File: src/rtl/truth_table_gen_pkg.sv
// -----------------------------------------------------------------------------
// tt_pkg : shared definitions for the truth-table generator slice.
//   - MODE_* : run-time function select codes (6 and 7 are reserved, output 0)
//   - N_MAX  : largest supported number of function inputs
//   - state_e: sweep sequencer states
//   - odd_parity(): parity helper used by the XOR/XNOR functions
// -----------------------------------------------------------------------------
package tt_pkg;

   localparam logic [2:0] MODE_NOR  = 3'd0;
   localparam logic [2:0] MODE_OR   = 3'd1;
   localparam logic [2:0] MODE_NAND = 3'd2;
   localparam logic [2:0] MODE_AND  = 3'd3;
   localparam logic [2:0] MODE_XOR  = 3'd4;
   localparam logic [2:0] MODE_XNOR = 3'd5;

   localparam int N_MAX = 5;

   typedef enum logic [1:0] {
      IDLE  = 2'd0,
      SWEEP = 2'd1,
      DONE  = 2'd2
   } state_e;

   // Odd parity of a zero-extended input word (1 when an odd number of bits set).
   function automatic logic odd_parity(input logic [N_MAX-1:0] v);
      return ^v;
   endfunction

endpackage

File: src/rtl/truth_table_gen_if.sv
// -----------------------------------------------------------------------------
// truth_table_gen_if : request/result bundle of the truth-table generator.
//   start     : request a sweep (only honoured while the generator is idle)
//   mode      : function select, captured when a start is accepted
//   busy      : sweep or done phase in progress
//   valid     : m and s carry a live minterm/output pair
//   m         : current minterm index, bit N-1 is the leftmost input
//   s         : function output for m, forced low when valid is low
//   done      : one-cycle pulse once the last minterm has been recorded
//   truth_tbl : accumulated table, bit i = f(i). Named truth_tbl because
//               "table" is a reserved word in SystemVerilog.
// master = requester (drives start/mode), slave = generator.
// -----------------------------------------------------------------------------
interface truth_table_gen_if #(
   parameter int N = 2
) ();

   localparam int W = 1 << N;

   logic         start;
   logic [2:0]   mode;
   logic         busy;
   logic         valid;
   logic [N-1:0] m;
   logic         s;
   logic         done;
   logic [W-1:0] truth_tbl;

   modport master (
      output start, mode,
      input  busy, valid, m, s, done, truth_tbl
   );

   modport slave (
      input  start, mode,
      output busy, valid, m, s, done, truth_tbl
   );

endinterface

File: src/rtl/truth_table_gen_nfunc.sv
// -----------------------------------------------------------------------------
// nfunc : combinational N-input reducing gate with run-time mode select.
//   s    : output f(x) for the selected mode
//   mode : MODE_NOR..MODE_XNOR, reserved codes give 0
//   x    : N-bit input vector
// -----------------------------------------------------------------------------
module nfunc
   import tt_pkg::*;
#(
   parameter int N = 2
) (
   output logic         s,
   input  logic [2:0]   mode,
   input  logic [N-1:0] x
);

   logic [N_MAX-1:0] x_ext_s;

   // Zero-extend the input to the parity helper's fixed width.
   always_comb begin
      x_ext_s        = '0;
      x_ext_s[N-1:0] = x;
   end

   // Mode decode onto N-input reductions; reserved codes are forced low.
   always_comb begin
      s = 1'b0;
      case (mode)
         MODE_NOR:  s = ~(|x);
         MODE_OR:   s = |x;
         MODE_NAND: s = ~(&x);
         MODE_AND:  s = &x;
         MODE_XOR:  s = odd_parity(x_ext_s);
         MODE_XNOR: s = ~odd_parity(x_ext_s);
         default:   s = 1'b0;
      endcase
   end

endmodule

File: src/rtl/truth_table_gen.sv
// -----------------------------------------------------------------------------
// truth_table_gen : on start, sweeps all 2**N minterms of the selected Boolean
// function, streaming one (m, s) pair per cycle and building the full truth
// table, then pulses done for one cycle.
//   clk   : rising-edge clock
//   reset : synchronous active-high reset, aborts any sweep
//   bus   : truth_table_gen_if slave modport (start, mode in; busy, valid,
//           m, s, done, truth_tbl out)
// -----------------------------------------------------------------------------
module truth_table_gen
   import tt_pkg::*;
#(
   parameter int N = 2
) (
   input  logic              clk,
   input  logic              reset,
   truth_table_gen_if.slave  bus
);

   localparam int W = 1 << N;

   localparam logic [1:0]   ST_IDLE  = IDLE;
   localparam logic [1:0]   ST_SWEEP = SWEEP;
   localparam logic [1:0]   ST_DONE  = DONE;

   localparam logic [N-1:0] M_LAST = {N{1'b1}};
   localparam logic [N-1:0] M_ONE  = N'(1);

   logic [1:0]   state_r;
   logic [1:0]   next_state_s;
   logic [N-1:0] m_r;
   logic [2:0]   mode_r;
   logic [W-1:0] tbl_r;
   logic         busy_r;
   logic         valid_r;
   logic         done_r;
   logic         f_s;

   nfunc #(.N(N)) u_nfunc (
      .s    (f_s),
      .mode (mode_r),
      .x    (m_r)
   );

   // Next-state decode; any unexpected encoding falls back to IDLE.
   always_comb begin
      next_state_s = state_r;
      case (state_r)
         ST_IDLE: begin
            if (bus.start) begin
               next_state_s = ST_SWEEP;
            end else begin
               next_state_s = ST_IDLE;
            end
         end
         ST_SWEEP: begin
            if (m_r == M_LAST) begin
               next_state_s = ST_DONE;
            end else begin
               next_state_s = ST_SWEEP;
            end
         end
         ST_DONE: next_state_s = ST_IDLE;
         default: next_state_s = ST_IDLE;
      endcase
   end

   // State register; status flags are registered from the next state so
   // they line up with the state they describe.
   always_ff @(posedge clk) begin
      if (reset) begin
         state_r <= ST_IDLE;
         busy_r  <= 1'b0;
         valid_r <= 1'b0;
         done_r  <= 1'b0;
      end else begin
         state_r <= next_state_s;
         busy_r  <= (next_state_s != ST_IDLE);
         valid_r <= (next_state_s == ST_SWEEP);
         done_r  <= (next_state_s == ST_DONE);
      end
   end

   // Minterm counter, captured mode and table accumulation. The counter
   // parks on the last minterm instead of wrapping, so m reads W-1 in DONE.
   always_ff @(posedge clk) begin
      if (reset) begin
         m_r    <= '0;
         mode_r <= 3'd0;
         tbl_r  <= '0;
      end else begin
         case (state_r)
            ST_IDLE: begin
               if (bus.start) begin
                  mode_r <= bus.mode;
                  m_r    <= '0;
                  tbl_r  <= '0;
               end else begin
                  mode_r <= mode_r;
                  m_r    <= m_r;
                  tbl_r  <= tbl_r;
               end
            end
            ST_SWEEP: begin
               tbl_r[m_r] <= f_s;
               if (m_r != M_LAST) begin
                  m_r <= m_r + M_ONE;
               end else begin
                  m_r <= m_r;
               end
            end
            ST_DONE: begin
               m_r <= m_r;
            end
            default: begin
               m_r <= m_r;
            end
         endcase
      end
   end

   assign bus.busy      = busy_r;
   assign bus.valid     = valid_r;
   assign bus.done      = done_r;
   assign bus.m         = m_r;
   assign bus.truth_tbl = tbl_r;
   // Function output is only meaningful during the sweep.
   assign bus.s         = valid_r & f_s;

endmodule

File: src/flat_wrapper.sv
// flat-port wrapper written by rule: the top's interface ports become plain ports
module truth_table_gen_flat import tt_pkg::*;
#(
   parameter int N = 2
)
  (clk, reset, bus_start, bus_mode, bus_busy, bus_valid, bus_m, bus_s, bus_done, bus_truth_tbl);
  truth_table_gen_if #(.N(N)) bus_i ();
  input  logic clk;
  input  logic reset;
  input wire logic [$bits(bus_i.start)-1:0] bus_start;
  input wire logic [$bits(bus_i.mode)-1:0] bus_mode;
  output wire logic [$bits(bus_i.busy)-1:0] bus_busy;
  output wire logic [$bits(bus_i.valid)-1:0] bus_valid;
  output wire logic [$bits(bus_i.m)-1:0] bus_m;
  output wire logic [$bits(bus_i.s)-1:0] bus_s;
  output wire logic [$bits(bus_i.done)-1:0] bus_done;
  output wire logic [$bits(bus_i.truth_tbl)-1:0] bus_truth_tbl;
  assign bus_i.start = bus_start;
  assign bus_i.mode = bus_mode;
  assign bus_busy = bus_i.busy;
  assign bus_valid = bus_i.valid;
  assign bus_m = bus_i.m;
  assign bus_s = bus_i.s;
  assign bus_done = bus_i.done;
  assign bus_truth_tbl = bus_i.truth_tbl;
  truth_table_gen #(.N(N)) u_core (.clk(clk), .reset(reset), .bus(bus_i));
endmodule
File: config.mk
export PLATFORM = sky130hd
export DESIGN_NAME = truth_table_gen_flat
export DESIGN_NICKNAME = d
export VERILOG_FILES = /design/src/rtl/truth_table_gen_pkg.sv /design/src/rtl/truth_table_gen_if.sv /design/src/rtl/truth_table_gen_nfunc.sv /design/src/rtl/truth_table_gen.sv /design/src/flat_wrapper.sv
export SDC_FILE = /design/constraint.sdc
export NUM_CORES = 1
export LEC_CHECK = 0
export CAP_MARGIN = 10
export CORE_UTILIZATION = 49
export CTS_CLUSTER_SIZE = 20
export DETAILED_ROUTE_END_ITERATION = 6
export GPL_TIMING_DRIVEN = 0
export PLACE_DENSITY_LB_ADDON = 0.15
export SYNTH_ARGS = -nofsm -noshare
export SYNTH_HDL_FRONTEND = slang
export SYNTH_SLANG_ARGS = --single-unit
File: constraint.sdc
create_clock -name clk -period 5.6 [get_ports clk]
set_input_delay 1.68 -clock clk [delete_from_list [all_inputs] [get_ports clk]]
set_output_delay 1.68 -clock clk [all_outputs]
set_load 0.01 [all_outputs]
After elaboration in Yosys (flattened, before gate mapping)
Index checks and enable logic that the tools add are counted.

word-level totals
  input port bits = 6
  bits in registers = 14

operators by class
  $lt $le $gt $ge = 2
  bitwise operators = 4
  reduce and logical (&&, ||, !) cells = 11
  equal/unequal tests = 12
  $add $sub $neg = 1
  multiplexer cells = 12

operator list
  kind                                                                count
  one-hot mux 2 bit (2 select lines)                                  2
  one-hot mux 4 bit (2 select lines)                                  1
  equality test 3 x 2 -> 1 bit (second input constant)                2
  equality test 3 bit (second input constant)                         2
  two-way mux 2 bit                                                   3
  one-hot mux 1 bit (6 select lines)                                  1
  AND reduction 2 bit                                                 3
  XOR reduction 5 bit                                                 1
  bitwise mux 4 bit                                                   1
  equality test 2 x 1 -> 1 bit (second input constant)                2
  equality test 2 bit (second input constant)                         2
  two-way mux 4 bit                                                   1
  != test 2 bit (second input constant)                               2
  nonzero test 2 bit                                                  2
  equality test 3 x 1 -> 1 bit (second input constant)                1
  zero test 3 bit                                                     1
  < comparator 2 x 3 -> 1 bit (second input constant)                 1
  inverter 1 bit                                                      3
  AND reduction 3 bit                                                 1
  adder 2 x 1 -> 2 bit (second input constant)                        1
  demux 1 bit (select 2 bit)                                          1
  greater-or-equal comparator 2 x 1 -> 1 bit (second input constant)  1
  zero test 2 bit                                                     1
  two-way mux 1 bit                                                   2
  4 further kinds                                                     4

Depth between registers and ports, before layout
Gate-level depths: netlist (run 1).

  depth after elaboration = 6
  mapped depth = 5
  gate-level depth less buffers = 5

By module
A second synthesis (run 1) with hierarchy kept.

unflattened totals
  cell total of the unflattened synthesis = 68
  area total of the unflattened synthesis = 665.6 um^2

by module, submodules not included
  module           cells an instance  area each (um^2)  sequential area each (um^2)  instances
  truth_table_gen  58                 584.3             280.3                        1
  nfunc            10                 81.3              0.0                          1

Least setup slack after synthesis (run 1)
No wires, ideal clock.

  path type = register to output
  from = register u_core.m_r[0], in the netlist u_core.bus.m[0]
  to = output port bus_s
  slack = 2.450 ns
  cell stages (with the launch flop) = 6
  path buffers = 0
  data arrival time = 1.470 ns
  cell sequence = dfxtp_1 > inv_1 > ha_1 > xor2_1 > a22oi_1 > a21boi_0

between the ends
  cells in the longest elaborated chain, start to end = 4

ends and longest elaborated chain
  what                                               line                                                                                   source
  from (decl)                                        truth_table_gen.sv:31                                                                  logic [N-1:0] m_r;
  from (signal assigned)                             truth_table_gen.sv:100                                                                 m_r <= m_r;
  from (signal assigned)                             truth_table_gen.sv:107                                                                 m_r <= m_r + M_ONE;
  from (signal assigned)                             truth_table_gen.sv:109                                                                 m_r <= m_r;
  XOR reduction 5 bit, or another cell as far along  truth_table_gen_pkg.sv:27                                                              return ^v;
  inverter 1 bit (on tied branches)                  truth_table_gen_nfunc.sv:34, truth_table_gen_nfunc.sv:29, truth_table_gen_nfunc.sv:31
  one-hot mux 1 bit (6 select lines) *               truth_table_gen_nfunc.sv:28                                                            case (mode)
  AND 1 bit *                                        truth_table_gen.sv:128                                                                 assign bus.s = valid_r & f_s;
  to (decl)                                          flat_wrapper.sv:15                                                                     output wire logic [$bits(bus_i.s)-1:0] bus_s;

Mark *: on every way between the ends. The rest lies on a longest branch, timed or not.

Final worst setup path (run 1)
Same ends and word-level chain as after synthesis.

==> results.py, run 1 <==
metrics = {
    "clock_network": {
        "ctsResizeCount": 0,
        "cts_tree": "done",
        "cts_max_level": 1,
        "clkTransAtPathRegs_ns": 0.08,
        "post_cts_buffers": 0,
        "cts_sinks": 14,
        "root_buffer": "clkbuf_4",
        "clk_latency_ns": 0.28,
        "clockBufferDepth": 2,
        "cts_buffers": 3,
        "hold_buffers": 0,
    },
    "routing": {
        "ant_nets": 0,
        "drt_iter0_markers": 9,
        "via_per_inst": 5.30,
        "routedWlPerCell_um": 12.2,
        "vias": 509,
        "drc_errors": 0,
        "first_pass_iters": 4,
        "routed_wl_um": 1170,
    },
    "pwr": {
        "p_leak_nw": 0.344,
        "powerDensity_nw_per_um2": 243,
        "peakVddDrop_uv": 171,
    },
    "timing": {
        "grt_setup_unrepaired": "no",
        "fmax_mhz": 253,
        "relSlewSlack": 0.695,
        "finalHoldViolCount": 0,
        "post-route-period-util": 0.707,
        "fin_setup_tns_ns": 0,
        "skew_ns": 0.00924,
        "worst_pin_slew_ns": 0.458,
        "worst_slack_ns": 1.64,
        "period_needed_ns": 3.96,
        "whs_ns": 0.483,
        "setup_violations": 0,
        "drv_slew": 0,
    },
    "die": {
        "die_y_um": 38.4,
        "ios": 16,
        "die_w_um": 38.4,
        "num_rows": 12,
        "core_area_um2": 1170,
        "die_area_um2": 1470,
        "start_util": 0.554,
    },
    "logic_synthesis": {
        "synth_seq_cells": 14,
        "synth.area.mux_share": 0.0462,
        "async_reset_ff_frac": 0,
        "yosysWarnings": 0,
        "yosys.area_share.simple": 0.212,
        "synth_edf_count": 0,
        "syn-num-nets": 74,
        "yosys.cell_count.top_type": "dfxtp_1",
        "yosysSeqAreaShare": 0.432,
        "synth_fa_ha_area_frac": 0.0771,
        "yosysTopAreaCell": "dfxtp_1",
        "ys_types": 25,
        "synth_xor_area_frac": 0.0405,
        "yosys_most_used_dff": "dfxtp_1",
        "syn_area_um2": 649,
        "synth_top_family_by_area": "simple AND/OR/NAND/NOR gates",
        "synth_top_area_share": 0.432,
        "syn_area_per_cell_um2": 10.1,
        "synth_compound_area_frac": 0.158,
        "ys_top_cells_by_count": "dfxtp_1, nor2_1, a21oi_1",
        "synth_cells": 64,
        "synth_area_leaders": "dfxtp_1, ha_1, a21oi_1",
    },
    "global_routing": {
        "grt_overflow_total": 0,
        "use_met3": 0.105,
        "gr-usage-met1": 0.211,
        "gr-max-usage-layer": "met2",
        "grt_pass1_wl_um": 1860,
        "antenna_found_initial": 0,
        "grt_util_all_layers": 0.201,
        "grt_pass1_vias": 454,
        "use_met2": 0.314,
        "grt_max_degree": 11,
    },
    "placed_design": {
        "port_buffers": 15,
        "gp_congestion": 0.777,
        "place_area_um2": 817,
        "placedCellCount": 93,
        "place_ws_ns": 1.95,
    },
    "final_layout": {
        "antennaDiodeCount": 0,
        "final_area_um2": 840,
        "final_cells": 96,
        "layout-drive-gt1-share": 0.110,
        "nets": 94,
        "area_growth_pct": 29.3,
    },
    "flow_run": {
        "maxCapViolations": 0,
    },
    "worst_setup_path": {
        "crit_path_max_fanout": 5,
        "end_kind": "output pin",
        "worstSetupStartpointType": "flop",
        "arrival_ns": 2.28,
        "path_class": "reg -> out",
        "critical_path_required_ns": 3.92,
    },
    "status": {
        "status": "complete, no violations",
    },
    "worst_hold_path": {
        "hp-class": "reg -> reg",
    },
}
-- path summary, 6_finish.rpt --
kind                            slack [ns]                       to  cells after the start               startpoint
worst max-delay path                  1.64                    bus_s                      6          u_core.bus.m[0]
worst min-delay path                  0.48  u_core.bus.truth_tbl[3]                      2  u_core.bus.truth_tbl[3]
worst max register to register        3.97  u_core.bus.truth_tbl[2]                      5          u_core.bus.m[0]
worst min register to register        0.48  u_core.bus.truth_tbl[3]                      2  u_core.bus.truth_tbl[3]
-- state kept, by name (all words and copies together) (netlist names) --
register              cells
u_core.bus.busy           1
u_core.bus.valid          1
u_core.state_r            2
u_core.bus.done           1
u_core.bus.m              2
u_core.bus.truth_tbl      4
u_core.mode_r             3
-- cells by family after synthesis --
family | after synthesis
fa+ha+maj | 4
xor+xnor | 3
buf+inv | 4
compound gates | 15
flops | 14
simple gates | 21
mux | 3
-- metrics by stage --
step / total power [mW] / util
2_1_floorplan: 0.135 / -
3_3_place_gp: 0.149 / 0.698
3_5_place_dp: 0.150 / 0.698
4_1_cts: 0.205 / 0.717
5_1_grt: 0.214 / 0.717
6_report: 0.204 / 0.717
-- final cells by class --
type                    instances  area, um^2
clock buffers                   3        22.5
repair buffers                 15         150
flip-flops and latches         14         280
multi-input cells              46         347
inverters                       2        7.51
plain buffers                   2        15.0
fillers                        92         332
well taps                      14        17.5
-- placed cells by master, fill, tap and decap left out, drive strengths merged, types with 2 or more instances in the layout --
master | synthesis | layout
mux2i | 3 | 3
nor2 | 8 | 8
a311oi | 3 | 3
nand2 | 2 | 2
ha | 4 | 4
a21oi | 7 | 7
xor2 | 2 | 2
clkbuf | 1 | 4
and3b | 3 | 3
clkdlybuf4s50 | 0 | 15
nor2b | 2 | 2
dfxtp | 14 | 14
or3b | 2 | 2
inv | 2 | 2
-- worst max-delay path, cell delays in order (launching register included) --
cell,delay (ns)
dfxtp_1,0.41
inv_1,0.13
ha_1,0.34
xor2_1,0.15
a22oi_1,0.32
a21boi_0,0.15
clkdlybuf4s50_1,0.50
-- power by group --
group / internal [mW] / switching [mW]
clock: 0.0250 / 0.0306
combinational: 0.0214 / 0.0175
sequential: 0.104 / 0.00468
total: 0.151 / 0.0528
-- layer usage --
| layer | wire length, um | up-vias |
|---|---|---|
| li1 | - | 264 |
| met1 | 547 | 226 |
| met2 | 527 | 14 |
| met3 | 69 | 5 |
| met4 | 25 | 0 |
| met5 | 0 | - |
No activity file was read; power rests on OpenSTA's default activity.
==> inputs of run 2 (changes only) <==
- CORE_UTILIZATION: 49 -> 46
- clock period: 5.6 -> 3.7 ns (I/O delays scaled with it)
==> run 2 against run 1 <==
Compared with the run above:
- via count grew 1.6%
- first-iteration DRC count shrank 44%
- cell count grew 2.1%
- flip-flop and latch count is the same
- sequential share of layout area shrank 0.59 points
- global-route usage shrank 2.5 points
- final area grew 1.8%
- non-clock buffer count is the same
- clock skew is essentially flat
- critical endpoint unchanged
- largest power group unchanged
- highest routed layer unchanged
==> results.py, run 2 (same netlist as run 1, synthesis figures left out) <==
metrics = {
    "status": {
        "status": "complete, no violations",
    },
    "die": {
        "num_rows": 13,
        "die_area_um2": 1570,
        "core_area_um2": 1300,
        "die_y_um": 39.6,
        "ios": 16,
        "start_util": 0.499,
        "die_w_um": 39.6,
    },
    "timing": {
        "period_needed_ns": 3.41,
        "post-route-period-util": 0.922,
        "grt_setup_unrepaired": "no",
        "setup_violations": 0,
        "skew_ns": 0.00910,
        "relSlewSlack": 0.701,
        "fin_setup_tns_ns": 0,
        "drv_slew": 0,
        "whs_ns": 0.487,
        "worst_pin_slew_ns": 0.448,
        "fmax_mhz": 293,
        "finalHoldViolCount": 0,
    },
    "placed_design": {
        "gp_congestion": 0.752,
        "placedCellCount": 94,
        "port_buffers": 15,
        "dp_hpwl_um": 810,
    },
    "routing": {
        "via_per_inst": 5.28,
        "routedWlPerCell_um": 11.6,
        "first_pass_iters": 4,
        "routed_wl_um": 1140,
        "drc_errors": 0,
        "vias": 517,
        "ant_nets": 0,
        "drt_iter0_markers": 5,
    },
    "flow_run": {
        "maxCapViolations": 0,
    },
    "clock_network": {
        "post_cts_buffers": 0,
        "hold_buffers": 0,
        "cts_max_level": 1,
        "cts_tree": "done",
        "clk_latency_ns": 0.29,
        "cts_buffers": 3,
        "clkTransAtPathRegs_ns": 0.09,
        "cts_sinks": 14,
        "ctsResizeCount": 0,
        "clockBufferDepth": 2,
        "root_buffer": "clkbuf_4",
    },
    "final_layout": {
        "area_growth_pct": 31.6,
        "mostFrequentLayoutCells": "clkdlybuf4s50_1, dfxtp_1, nor2_1",
        "layout-drive-gt1-share": 0.120,
        "final_cells": 98,
        "nets": 94,
        "n_fill_cell": 124,
        "final_common_cell": "clkdlybuf4s50_1",
        "antennaDiodeCount": 0,
        "largest_register_ffs": 4,
    },
    "worst_setup_path": {
        "path_class": "reg -> out",
        "crit_start": "u_core.bus.m[0]",
        "critical_path_required_ns": 2.59,
        "crit_path_max_fanout": 5,
        "end_kind": "output pin",
        "r2r_start": "u_core.bus.m[0]",
        "worstSetupStartpointType": "flop",
        "arrival_ns": 2.30,
    },
    "worst_hold_path": {
        "hp-start": "u_core.bus.truth_tbl[3]",
        "hp-class": "reg -> reg",
    },
    "global_routing": {
        "grt_overflow_total": 0,
        "grt_pass1_wl_um": 1790,
        "grt_util_all_layers": 0.177,
        "grt_pass1_vias": 407,
        "grt_max_degree": 11,
        "antenna_found_initial": 0,
    },
    "pwr": {
        "powerDensity_nw_per_um2": 393,
        "p_leak_nw": 0.352,
        "peakVddDrop_uv": 194,
    },
}
## run 2: cell types whose count changed in the layout (fill, tap and decap cells not counted)
cell,change
clkbuf_8,+1
## run 2: worst paths after layout
path,endpoint,slack (ns),cells after the start
worst max-delay path,bus_s,0.29,6
worst min-delay path,u_core.bus.truth_tbl[3],0.49,2
worst max register to register,u_core.bus.truth_tbl[0],2.04,5
worst min register to register,u_core.bus.truth_tbl[3],0.49,2
## run 2: power breakdown
part / switching (mW) / leakage, nW / internal [mW]
combinational: 0.0261 / 0.216 / 0.0325
sequential: 0.00671 / 0.115 / 0.158
clock: 0.0529 / 0.0210 / 0.0600
total: 0.0857 / 0.352 / 0.251
## run 2: cell type report
type / instances / area [um^2] / area share
buffer: 2 / 15.0 / 0.0176
clock buffer: 4 / 36.3 / 0.0425
multi-input combinational: 46 / 347 / 0.406
tap: 15 / 18.8 / 0.0220
sequential: 14 / 280 / 0.328
timing repair buffer: 15 / 150 / 0.176
inverter: 2 / 7.51 / 0.00878
## run 2: critical path, cell delays in order (launching register included)
cell and delay, ns:
dfxtp_1 0.41, inv_1 0.13, ha_1 0.33, xor2_1 0.15
a22oi_1 0.35, a21boi_0 0.15, clkdlybuf4s50_1 0.49
## run 2: metrics by stage
| step | power, mW | instance area, um^2 | setup WS [ns] | utilization |
|---|---|---|---|---|
| 2_1_floorplan | 0.204 | 649 | 1.12 | - |
| 3_3_place_gp | 0.227 | 818 | 0.595 | 0.629 |
| 3_5_place_dp | 0.228 | 818 | 0.590 | 0.629 |
| 4_1_cts | 0.339 | 855 | 0.264 | 0.657 |
| 5_1_grt | 0.352 | 855 | 0.113 | 0.657 |
| 6_report | 0.336 | 855 | 0.290 | 0.657 |
## run 2: per-layer routing
layer,part of all wire,vias up,GRT usage
li1,-,268,-
met1,0.50,230,0.226
met2,0.42,14,0.258
met3,0.048,5,0.0511
met4,0.030,0,0.103
met5,0,-,0
